`src/rtl/keypad_scan.sv`:
```
// Column-scanned keypad controller: synchronises active-low rows, debounces press
// and release, reports the lowest-row key per column, optional auto-repeat.
module keypad_scan #(
   parameter int NROWS        = 4,
   parameter int NCOLS        = 4,
   parameter int SCAN_DIV     = 1000,
   parameter int DB_CYCLES    = 250000,
   parameter int REPEAT_EN    = 0,
   parameter int REPEAT_DELAY = 25000000,
   parameter int REPEAT_RATE  = 5000000,
   localparam int KW = (NROWS * NCOLS > 1) ? $clog2(NROWS * NCOLS) : 1
) (
   input  logic             clock,
   input  logic             reset,
   input  logic [NROWS-1:0] row,
   output logic [NCOLS-1:0] col,
   output logic [KW-1:0]    keycode,
   output logic             keypressed,
   output logic             keystrobe,
   output logic             multi
);

   localparam int CW   = (NCOLS > 1) ? $clog2(NCOLS) : 1;
   localparam int DW   = $clog2(SCAN_DIV);
   localparam int BW   = $clog2(DB_CYCLES + 1);
   localparam int RMAX = (REPEAT_DELAY > REPEAT_RATE) ? REPEAT_DELAY : REPEAT_RATE;
   localparam int RW   = (RMAX > 0) ? $clog2(RMAX + 1) : 1;

   localparam logic [DW-1:0] DWELL_LAST = DW'(SCAN_DIV - 1);
   localparam logic [BW-1:0] DB_HIT     = BW'(DB_CYCLES - 1);
   localparam logic [RW-1:0] R_DELAY    = RW'(REPEAT_DELAY);
   localparam logic [RW-1:0] R_RATE     = RW'(REPEAT_RATE);
   localparam logic [CW-1:0] COL_LAST   = CW'(NCOLS - 1);

   typedef enum logic [1:0] {SCAN, DEBOUNCE, HELD, RELEASE} state_t;

   state_t           state_q, state_d;
   logic [NROWS-1:0] row_s1_q, rs_q;
   logic [CW-1:0]    col_idx_q, col_idx_d, col_next;
   logic [DW-1:0]    dwell_q, dwell_d;
   logic [BW-1:0]    db_q, db_d;
   logic [RW-1:0]    rpt_q, rpt_d, rpt_inc;
   logic             rpt_first_q, rpt_first_d;
   logic [NROWS-1:0] pat_q, pat_d;
   logic [KW-1:0]    cap_code_q, cap_code_d;
   logic             cap_multi_q, cap_multi_d;
   logic [KW-1:0]    keycode_q, keycode_d;
   logic             keypressed_q, keypressed_d;
   logic             keystrobe_q, keystrobe_d;
   logic             multi_q, multi_d;

   logic [3:0]       low_cnt;
   logic [2:0]       first_row;
   logic             found;
   logic [KW-1:0]    code_now;

   // Lowest-indexed low row wins; the count only feeds the multi-key flag.
   always_comb begin
      low_cnt   = '0;
      first_row = '0;
      found     = 1'b0;
      for (int unsigned r = 0; r < NROWS; r++) begin
         if (!rs_q[r]) begin
            low_cnt = low_cnt + 4'd1;
            if (!found) begin
               first_row = 3'(r);
               found     = 1'b1;
            end
         end
      end
      code_now = KW'(first_row) * KW'(NCOLS) + KW'(col_idx_q);
   end

   assign col_next = (col_idx_q == COL_LAST) ? '0 : col_idx_q + 1'b1;
   assign rpt_inc  = rpt_q + 1'b1;

   always_comb begin
      state_d      = state_q;
      col_idx_d    = col_idx_q;
      dwell_d      = dwell_q;
      db_d         = db_q;
      rpt_d        = rpt_q;
      rpt_first_d  = rpt_first_q;
      pat_d        = pat_q;
      cap_code_d   = cap_code_q;
      cap_multi_d  = cap_multi_q;
      keycode_d    = keycode_q;
      keypressed_d = keypressed_q;
      keystrobe_d  = 1'b0;
      multi_d      = multi_q;
      unique case (state_q)
         SCAN: begin
            if (dwell_q == DWELL_LAST) begin
               dwell_d = '0;
               if (!(&rs_q)) begin
                  pat_d       = rs_q;
                  cap_code_d  = code_now;
                  cap_multi_d = (low_cnt > 4'd1);
                  db_d        = '0;
                  state_d     = DEBOUNCE;
               end else begin
                  col_idx_d = col_next;
               end
            end else begin
               dwell_d = dwell_q + 1'b1;
            end
         end
         DEBOUNCE: begin
            if (rs_q == pat_q) begin
               if (db_q == DB_HIT) begin
                  state_d      = HELD;
                  db_d         = '0;
                  keycode_d    = cap_code_q;
                  multi_d      = cap_multi_q;
                  keypressed_d = 1'b1;
                  keystrobe_d  = 1'b1;
                  rpt_d        = '0;
                  rpt_first_d  = 1'b1;
               end else begin
                  db_d = db_q + 1'b1;
               end
            end else begin
               state_d   = SCAN;
               col_idx_d = col_next;
               db_d      = '0;
               dwell_d   = '0;
            end
         end
         HELD: begin
            if (&rs_q) begin
               state_d = RELEASE;
               db_d    = '0;
            end else if (REPEAT_EN != 0) begin
               if (rpt_inc == (rpt_first_q ? R_DELAY : R_RATE)) begin
                  keystrobe_d = 1'b1;
                  rpt_d       = '0;
                  rpt_first_d = 1'b0;
               end else begin
                  rpt_d = rpt_inc;
               end
            end
         end
         RELEASE: begin
            if (&rs_q) begin
               if (db_q == DB_HIT) begin
                  state_d      = SCAN;
                  keypressed_d = 1'b0;
                  col_idx_d    = col_next;
                  dwell_d      = '0;
                  db_d         = '0;
               end else begin
                  db_d = db_q + 1'b1;
               end
            end else begin
               // Bounce back into the hold restarts the repeat delay from scratch.
               state_d     = HELD;
               db_d        = '0;
               rpt_d       = '0;
               rpt_first_d = 1'b1;
            end
         end
         default: state_d = SCAN;
      endcase
   end

   always_ff @(posedge clock) begin
      if (reset) begin
         state_q      <= SCAN;
         row_s1_q     <= '1;
         rs_q         <= '1;
         col_idx_q    <= '0;
         dwell_q      <= '0;
         db_q         <= '0;
         rpt_q        <= '0;
         rpt_first_q  <= 1'b1;
         pat_q        <= '1;
         cap_code_q   <= '0;
         cap_multi_q  <= 1'b0;
         keycode_q    <= '0;
         keypressed_q <= 1'b0;
         keystrobe_q  <= 1'b0;
         multi_q      <= 1'b0;
      end else begin
         state_q      <= state_d;
         row_s1_q     <= row;
         rs_q         <= row_s1_q;
         col_idx_q    <= col_idx_d;
         dwell_q      <= dwell_d;
         db_q         <= db_d;
         rpt_q        <= rpt_d;
         rpt_first_q  <= rpt_first_d;
         pat_q        <= pat_d;
         cap_code_q   <= cap_code_d;
         cap_multi_q  <= cap_multi_d;
         keycode_q    <= keycode_d;
         keypressed_q <= keypressed_d;
         keystrobe_q  <= keystrobe_d;
         multi_q      <= multi_d;
      end
   end

   assign col        = ~(NCOLS'(1) << col_idx_q);
   assign keycode    = keycode_q;
   assign keypressed = keypressed_q;
   assign keystrobe  = keystrobe_q;
   assign multi      = multi_q;

endmodule
```
`config.mk`:
```
export PLATFORM = sky130hd
export DESIGN_NAME = keypad_scan
export DESIGN_NICKNAME = d
export VERILOG_FILES = /design/src/rtl/keypad_scan.sv
export SDC_FILE = /design/constraint.sdc
export NUM_CORES = 1
export LEC_CHECK = 0
export ABC_AREA = 1
export BUFFER_PORTS_ARGS = -buffer_cell sky130_fd_sc_hd__buf_2
export CORE_MARGIN = 8
export CORE_UTILIZATION = 55
export CTS_CLUSTER_SIZE = 10
export DETAILED_ROUTE_END_ITERATION = 6
export PLACE_DENSITY_LB_ADDON = 0.15
export SLEW_MARGIN = 15
export SYNTH_ARGS = -nofsm -noshare
export SYNTH_HDL_FRONTEND = slang
export SYNTH_SLANG_ARGS = --single-unit
```
`constraint.sdc`:
```
create_clock -name clock -period 1.7 [get_ports clock]
set_input_delay 0.425 -clock clock [delete_from_list [all_inputs] [get_ports clock]]
set_output_delay 0.425 -clock clock [all_outputs]
set_load 0.02 [all_outputs]
```
# Word-level counts from Yosys, hierarchy flattened

Cells that the tools add are included.

Register bits after elaboration: 56
Bits in latches: 0
RAM bits: 0
Memory bits (read-only): 0
Memories: 0

Add/sub/neg operators: 7
$mul: 0
Divide/modulo/power cells: 0
Magnitude comparators: 1
Equal/unequal tests: 18
Shift operators: 1
Muxes and demuxes: 46
Bitwise gates (word level): 4
Reductions and logical operators: 12

Operator list:

| operator                                                                        | number |
|---|---|
| 18-bit 2-to-1 mux                                                               | 6 |
| 18-bit one-hot mux with 4 select lines                                          | 1 |
| 10-bit 2-to-1 mux                                                               | 4 |
| 2-bit 2-to-1 mux                                                                | 17 |
| 10-bit one-hot mux with 3 select lines                                          | 1 |
| 18-bit by 1-bit adder with 18-bit output, second input constant                 | 1 |
| 18-bit == test, second input constant                                           | 1 |
| 2-bit inequality test, second input constant                                    | 9 |
| 4-bit by 1-bit adder with 4-bit output, second input constant                   | 3 |
| 4-bit 2-to-1 mux                                                                | 3 |
| 1-bit 2-to-1 mux                                                                | 11 |
| 10-bit by 1-bit adder with 10-bit output, second input constant                 | 1 |
| 10-bit == test, second input constant                                           | 1 |
| 5-bit AND reduction                                                             | 2 |
| 3-bit AND reduction                                                             | 3 |
| 2-bit one-hot mux with 4 select lines                                           | 1 |
| 4-bit AND reduction                                                             | 2 |
| 2-bit == test, second input constant                                            | 3 |
| 3-bit inequality test, second input constant                                    | 2 |
| 2-bit one-hot mux with 3 select lines                                           | 1 |
| 6-bit AND reduction                                                             | 1 |
| 4-bit by 2-bit adder with 4-bit output                                          | 1 |
| 4-bit == test                                                                   | 1 |
| 4-bit by 1-bit greater-than comparator with 1-bit output, second input constant | 1 |
| other kinds (10)                                                                | 12 |

# Longest topological paths before layout

Gate-level depths: netlist of the first run.

Depth after elaboration: 8
Gate-level depth with buffers: 13

# Worst setup path after synthesis of the first run

No wires, ideal clock.

Kind: register to register
Start point: register rs_q[0]
End point: register cap_multi_q
Setup time: 74 ps
Arrival: 1604 ps
Required time: 1626 ps
Setup slack: 22 ps
Cell stages (with the launch flop): 8
Path through: dfxtp_1 -> inv_1 -> ha_1 -> xnor2_1 -> ha_1 -> nor2_1 -> or2_2 -> a31oi_1

Longest elaborated chain between the ends: 8
Elaborated cells between the ends (all ways): 11
Those cells by class: 3 x add/sub; 1 x order compare; 4 x mux; 1 x bitwise; 2 x reduce/logical

Ends and longest elaborated chain:

| item                                                     | RTL line | RTL |
|---|---|---|
| start: declaration                                       | 38       | `logic [NROWS-1:0] row_s1_q, rs_q;` |
| start signal: assignment                                 | 186      | `rs_q <= row_s1_q;` |
| 1-bit 2-to-1 mux                                         | 63       | `if (!rs_q[r]) begin` |
| 4-bit by 1-bit adder with 4-bit output                   | 64       | `low_cnt = low_cnt + 4'd1;` |
| 4-bit 2-to-1 mux                                         | 63       |  |
| 4-bit by 1-bit adder with 4-bit output                   | 64       |  |
| 4-bit 2-to-1 mux                                         | 63       |  |
| 4-bit by 1-bit adder with 4-bit output                   | 64       |  |
| 4-bit 2-to-1 mux                                         | 63       |  |
| 4-bit by 1-bit greater-than comparator with 1-bit output | 98       | `cap_multi_d = (low_cnt > 4'd1);` |
| end signal: assignment                                   | 194      | `cap_multi_q <= cap_multi_d;` |
| end: declaration                                         | 46       | `logic cap_multi_q, cap_multi_d;` |

Several ways; a longest one is shown, not always the timed one.
A chain may end at the register's enable or synchronous reset.

# Worst setup path in the final report of the first run

Ends and elaborated chain as after synthesis.

==> results.txt, run 1 <==
Internal = 1.83 mW
Combinational family with the most area after synthesis = simple AND/OR/NAND/NOR gates
Cts hold-fix bufs = 0
Aggregate global-route resource usage = 0.156
Initial antenna violation count = 0
Data arrival time of the worst path = 1.83 ns
Chip width = 90.5 um
CTS tree = yes
Power share of the sequential group = 0.565
Post-detailed-route DRC marker count = 0
Number of inserted diodes = 0
Area of the core region = 5440 um2
Total number of placement rows = 27
Cells taking the most area after synthesis = dfxtp_1 (37%), nand2_1 (13%), inv_1 (7.1%), nand3_1 (6.9%), nor2_1 (6.6%)
Sw Share = 0.228
IO Count = 17
Worst reg2reg startpoint = rs_q[0]
Reg-to-reg critical path endpoint = cap_multi_q
Transition time at the pin with the least slew margin = 0.324 ns
Number of iterations in the first detailed-routing pass = 4
Grt ovf = 0
Result of the run = complete, no violations
Area share of the largest cell type after synthesis = 0.367
DRT iter0 DRCs = 171
IR Drop Worst-Case VDD = 462 uV
TritonCTS buffer count = 5
Largest net degree at the start of global routing = 20
Count of maximum capacitance violations = 0
Data required time at the worst endpoint = 1.94 ns
Final Hold Violating Endpoints = 0
Total via count in the routed design = 2794
Clock network latency to the later pin of the worst-skew pair = 0.31 ns
Max-slew violation count = 0
Clock-pin transition on the worst setup and hold timing paths = 0.10 ns
Share of synthesized registers carrying an async set or reset = 0
Post-Synth Adder-Cell Area = 0.0451
Type of origin of the critical path = flip-flop
Final setup vio count = 0
Crit end category = flip-flop
Worst reg-to-reg path cell count = 7
Post-synthesis cell type count = 32
Number of levels the H-tree was split into = 2
Share of final-layout standard cells stronger than drive strength 1 = 0.233
Total placed cells including tap cells = 546
Shortest clock period the worst path allows after layout = 1.59 ns
Residual antenna-violating net count after detailed routing = 0
Proportion of synthesized area in mux cells = 0
Layout Cells excl Fill = 556
Cell area after synthesis = 3050 um2
Number of buffer cells added on primary ports = 16
Syn avg cell area = 6.80 um2
Number of enable-type register cells in the synthesized netlist = 0
Crit Path Category = reg -> reg
Synthesized net count = 466
Hold crit path type = in -> reg
Global-route wire length before repair = 11100 um
CP endpoint = cap_multi_q
Sequential cell area fraction in the yosys report = 0.367
Clock root buffer = clkbuf_8
Most instantiated cells after synthesis = nand2_1 (102), inv_1 (58), dfxtp_1 (56), nor2_1 (54), nand3_1 (42)
Final period utilization = 0.937
Combinational cell fraction of total power = 0.059
Minimum setup slack among reg-to-reg paths = 0.11 ns
Average vias per placed instance = 5.03
Final estimated routing congestion in global placement = 0.885
Layout overhead on the synthesized area = 16.9%
Layout net count = 500
Clock network fraction of total power = 0.376
Buffer levels on the longest clock path = 2
Largest area contributor in the synthesized netlist = dfxtp_1
Leading cell type by number of instances after synthesis = nand2_1
P_sw = 541 uW
Xor-xnor portion of the synthesized cell area = 0.0143
Headroom to the max-slew limit = 0.783
Synth Area in Simple Gates = 0.379
Number of global-route vias before repair = 2645
Clk sink count = 56
Detail-routed net length per standard cell = 11.4 um
Syn Inst Count = 449
Die outline area = 8190 um2
Finished Core Util = 0.656
Die H = 90.5 um
Maximum net fanout on the critical path = 5
Predominant post-synthesis flop cell = dfxtp_1
Final Instance Area = 3570 um2
Post-DP HPWL = 4590 um
Number of warnings reported in the yosys synthesis log = 0
Total power draw = 2.37 mW
Fin Setup TNS = 0 ns
Launching instance or port of the critical path = rs_q[0]
Starting Density = 0.562
Static leakage power = 1.63 nW
Synthesis-stage register bit count = 56
Max Freq = 628 MHz
Share of the synthesized area in compound gates (AO/OA/AOI/OAI) = 0.0909
Placed Area = 3340 um2
Setup Skew = 0.00571 ns
Power per standard cell area = 665 nW/um2
Final Routed Wirelength = 6320 um
area by class of cell:
type | count | area (um2)
clock buffer | 5 | 68.8
multi-input combinational | 318 | 1710
fill | 509 | 1870
inverter | 64 | 245
timing repair buffer | 38 | 283
tap | 72 | 90.1
sequential | 56 | 1130
clock inverter | 3 | 47.5
timing repair:
action / CTS / global route
pin swaps: 2 / 3
endpoints found under the setup margin: 2 / 42
gates resized for setup: 4 / 25
setup buffers: 1 / 1
cloned: 0 / 0
worst max-delay path, stage by stage (launching register included):
cell,delay (ns)
dfxtp_2,0.38
buf_4,0.12
ha_2,0.20
o21ai_1,0.09
ha_1,0.29
nor2_1,0.03
or2_2,0.28
a31oi_1,0.12
worst min path at each step:
| stage | start | end | slack [ns] | cells after the start |
|---|---|---|---|---|
| after floorplan | row_s1_q[0] | rs_q[0] | 0.39 | 1 |
| after global placement | row_s1_q[3] | rs_q[3] | 0.39 | 1 |
| after detailed placement | row_s1_q[2] | rs_q[2] | 0.40 | 1 |
| after CTS | row[3] | row_s1_q[3] | 0.28 | 2 |
| after global routing | row[2] | row_s1_q[2] | 0.27 | 2 |
| final | row[3] | row_s1_q[3] | 0.29 | 2 |
layer usage:
metal | global-route usage | share of wire | wire length (um) | up-vias
met5 | 0 | 0 | 0 | -
met4 | 0.0652 | 0.019 | 120 | 0
met3 | 0.0266 | 0.030 | 191 | 12
met2 | 0.261 | 0.47 | 2990 | 50
met1 | 0.190 | 0.48 | 3020 | 1254
li1 | - | - | - | 1478
flip-flops by register name, summed over array words and instances, names as in the netlist:
signal,cells
cap_code_q,4
cap_multi_q,1
col_idx_q,2
db_q,18
dwell_q,10
keycode,4
keypressed,1
keystrobe,1
multi,1
pat_q,4
row_s1_q,4
rs_q,4
state_q,2
kinds of logic after synthesis:
group,after synthesis
fa+ha+maj,11
buf+inv,75
xor+xnor,5
simple gates,251
compound gates,51
flops,56
power by group through the flow:
stage                     combinational, mW  clock (mW)  sequential, mW
after floorplan                      0.0876           0            1.36
final                                 0.141       0.892            1.34
after global placement                0.121           0            1.37
after global routing                  0.157       0.964            1.34
after detailed placement              0.124           0            1.37
after CTS                             0.127       0.921            1.34
cells in the final DEF, fill, tap and decap left out:
master / netlist / routed
a211oi_1: 1 / 1
a21oi_1: 17 / 16
a21oi_2: 0 / 1
a31oi_1: 2 / 2
buf_12: 0 / 3
buf_2: 2 / 16
buf_4: 2 / 19
bufinv_16: 0 / 1
clkbuf_8: 0 / 5
clkinv_4: 0 / 2
dfxtp_1: 56 / 50
dfxtp_2: 0 / 6
ha_1: 11 / 8
ha_2: 0 / 1
ha_4: 0 / 2
inv_1: 58 / 56
inv_2: 5 / 6
inv_4: 1 / 2
nand2_1: 102 / 98
nand2_2: 9 / 11
nand2_4: 1 / 3
nand3_1: 42 / 40
nand3_2: 2 / 3
nand3_4: 1 / 2
nand3b_1: 1 / 1
nand4_1: 8 / 8
nor2_1: 54 / 52
nor2_2: 17 / 18
nor2_4: 1 / 2
nor3_1: 2 / 2
nor3b_1: 2 / 2
o211ai_1: 5 / 5
o21ai_0: 21 / 20
o21ai_1: 3 / 3
o21ai_4: 0 / 1
o21bai_1: 2 / 2
or2_2: 9 / 9
xnor2_1: 3 / 3
xor2_1: 2 / 2
through the flow:
stage / hold slack (ns) / setup slack, ns
CTS: 0.276 / 0.000311
global route: 0.272 / -0.0534
global placement: 0.392 / 0.00309
detailed placement: 0.402 / -0.0555
finish: 0.289 / 0.107
floorplan: 0.389 / 0.0217
(Power assumes the default switching activity.)
==> run 2, diff against run 1 <==
- MAX_ROUTING_LAYER: not set -> met4
==> run 2 against run 1 <==
  * Count of clock-buffer cells in the layout unchanged
  * Cell count did not move
  * Register-to-register slack hardly changed
  * Worst hold slack hardly changed
  * Fmax about the same
  * Utilization is the same
  * Largest cell class unchanged
  * Setup slack is essentially flat
==> results.txt, run 2 (synthesized netlist as in run 1, its figures left out) <==
Minimum setup slack among reg-to-reg paths = 0.11 ns
Setup Skew = 0.00576 ns
Data required time at the worst endpoint = 1.94 ns
CTS tree = yes
Combined area of the multi-input logic cells = 1710 um2
Commonest cells after routing, fill and taps aside = nand2_1 (98), inv_1 (56), nor2_1 (52)
Hold crit path type = in -> reg
Final setup vio count = 0
Data arrival time of the worst path = 1.83 ns
Result of the run = complete, no violations
Clock network latency to the later pin of the worst-skew pair = 0.31 ns
IO Count = 17
Detail-routed net length per standard cell = 11.4 um
Sequential Area = 1130 um2
Share of final-layout standard cells stronger than drive strength 1 = 0.233
Headroom to the max-slew limit = 0.783
Die outline area = 8190 um2
Clock root buffer = clkbuf_8
Most common cell after layout, fill and taps aside = nand2_1
Grt ovf = 0
Final Instance Area = 3570 um2
Crit-path cells = buf_4, ha_2, o21ai_1, ha_1, nor2_1, or2_2, a31oi_1
IR Drop Worst-Case VDD = 462 uV
Post-detailed-route DRC marker count = 0
Cell with the largest stage delay on the worst path = dfxtp_2
Amount of wire on met2 after detailed routing = 2990 um
Die H = 90.5 um
Maximum net fanout on the critical path = 5
Clock-pin transition on the worst setup and hold timing paths = 0.10 ns
Crit end category = flip-flop
Number of buffer cells added on primary ports = 16
Starting Density = 0.562
Global-route wire length before repair = 11100 um
Number of inserted diodes = 0
Layout net count = 500
Max Freq = 628 MHz
Number of global-route vias before repair = 2645
Crit Path Category = reg -> reg
End of the worst hold path = row_s1_q[3]
Buffer levels on the longest clock path = 2
Min Hold Slack = 0.289 ns
Layout overhead on the synthesized area = 16.9%
Finished Core Util = 0.656
Dominant delay contributor by cell family on the critical path = adder cells
Reg-to-reg critical path endpoint = cap_multi_q
Worst slack, placed = -0.0555 ns
Uppermost layer routed = met4
Total number of placement rows = 27
Shortest clock period the worst path allows after layout = 1.59 ns
Type of origin of the critical path = flip-flop
TritonCTS buffer count = 5
Area of the core region = 5440 um2
Static leakage power = 1.63 nW
Count of buffering cells on the critical path with inverters included = 1
Initial antenna violation count = 0
Average vias per placed instance = 5.03
Largest net degree at the start of global routing = 20
Final period utilization = 0.937
Slack of the critical path = 0.107 ns
Count of maximum capacitance violations = 0
Clk sink count = 56
Number of iterations in the first detailed-routing pass = 4
Transition time at the pin with the least slew margin = 0.324 ns
Final Routed Wirelength = 6320 um
Number of flip-flops under the largest register name = 18
DRT iter0 DRCs = 171
Final-layout fill cell count = 509
Routed metal-1 wirelength = 3020 um
Post-DP HPWL = 4590 um
Number of levels the H-tree was split into = 2
Max-slew violation count = 0
Worst reg-to-reg path cell count = 7
Residual antenna-violating net count after detailed routing = 0
Total power draw = 2.37 mW
Aggregate global-route resource usage = 0.160
Registers with the highest flip-flop counts = db_q: 18 flops, dwell_q: 10 flops
Final Hold Violating Endpoints = 0
Routed length on met3 = 191 um
Largest register by flop count = db_q
Worst Min Path Start = row[3]
Chip width = 90.5 um
Total via count in the routed design = 2794
Worst hold path cell count = 2
Placed Area = 3340 um2
Power per standard cell area = 665 nW/um2
Worst reg2reg startpoint = rs_q[0]
Final estimated routing congestion in global placement = 0.899
Crit path largest cell delay = 0.38 ns
run 2: cell counts in the layout (fill, tap and decap cells not counted):
Identical to the previous run, type by type.
run 2: cell type report:
type	count	area share
sequential	56	0.316
multi-input combinational	318	0.478
tap	72	0.0252
clock inverter	3	0.0133
clock buffer	5	0.0193
inverter	64	0.0687
timing repair buffer	38	0.0792
run 2: power by group:
group	switching, mW	internal, mW
Sequential	0.0139	1.33
Clock	0.448	0.444
Combinational	0.0790	0.0621
Total	0.540	1.83
run 2: worst max path at each step:
stage,startpoint,end,cells past startpoint
after floorplan,rs_q[0],cap_multi_q,7
after global placement,rs_q[0],cap_multi_q,7
after detailed placement,rs_q[0],cap_multi_q,7
after CTS,dwell_q[1],db_q[17],12
after global routing,rs_q[0],db_q[3],9
final,rs_q[0],cap_multi_q,7
run 2: what timing repair did:
item                       4_1_cts  5_1_grt
hold buffers                     0        0
setup endpoints to repair        2       42
buffers inserted                 1        1
pin swaps                        2        3
resized for setup                4       25
run 2: worst register-to-register path, cell delays in order, from the launching register on:
cell	delay, ns
dfxtp_2	0.38
buf_4	0.12
ha_2	0.20
o21ai_1	0.10
ha_1	0.29
nor2_1	0.03
or2_2	0.28
a31oi_1	0.12
run 2: stage by stage:
stage / TNS [ns] / std cells
2_1_floorplan: 0 / 449
3_3_place_gp: 0 / 546
3_5_place_dp: -0.0555 / 546
4_1_cts: 0 / 555
5_1_grt: -0.0967 / 556
6_report: 0 / 556
run 2: metal layers:
layer / vias up / track usage
met4: 0 / 0.0652
li1: 1478 / -
met2: 50 / 0.261
met3: 12 / 0.0266
met5: - / -
met1: 1254 / 0.190
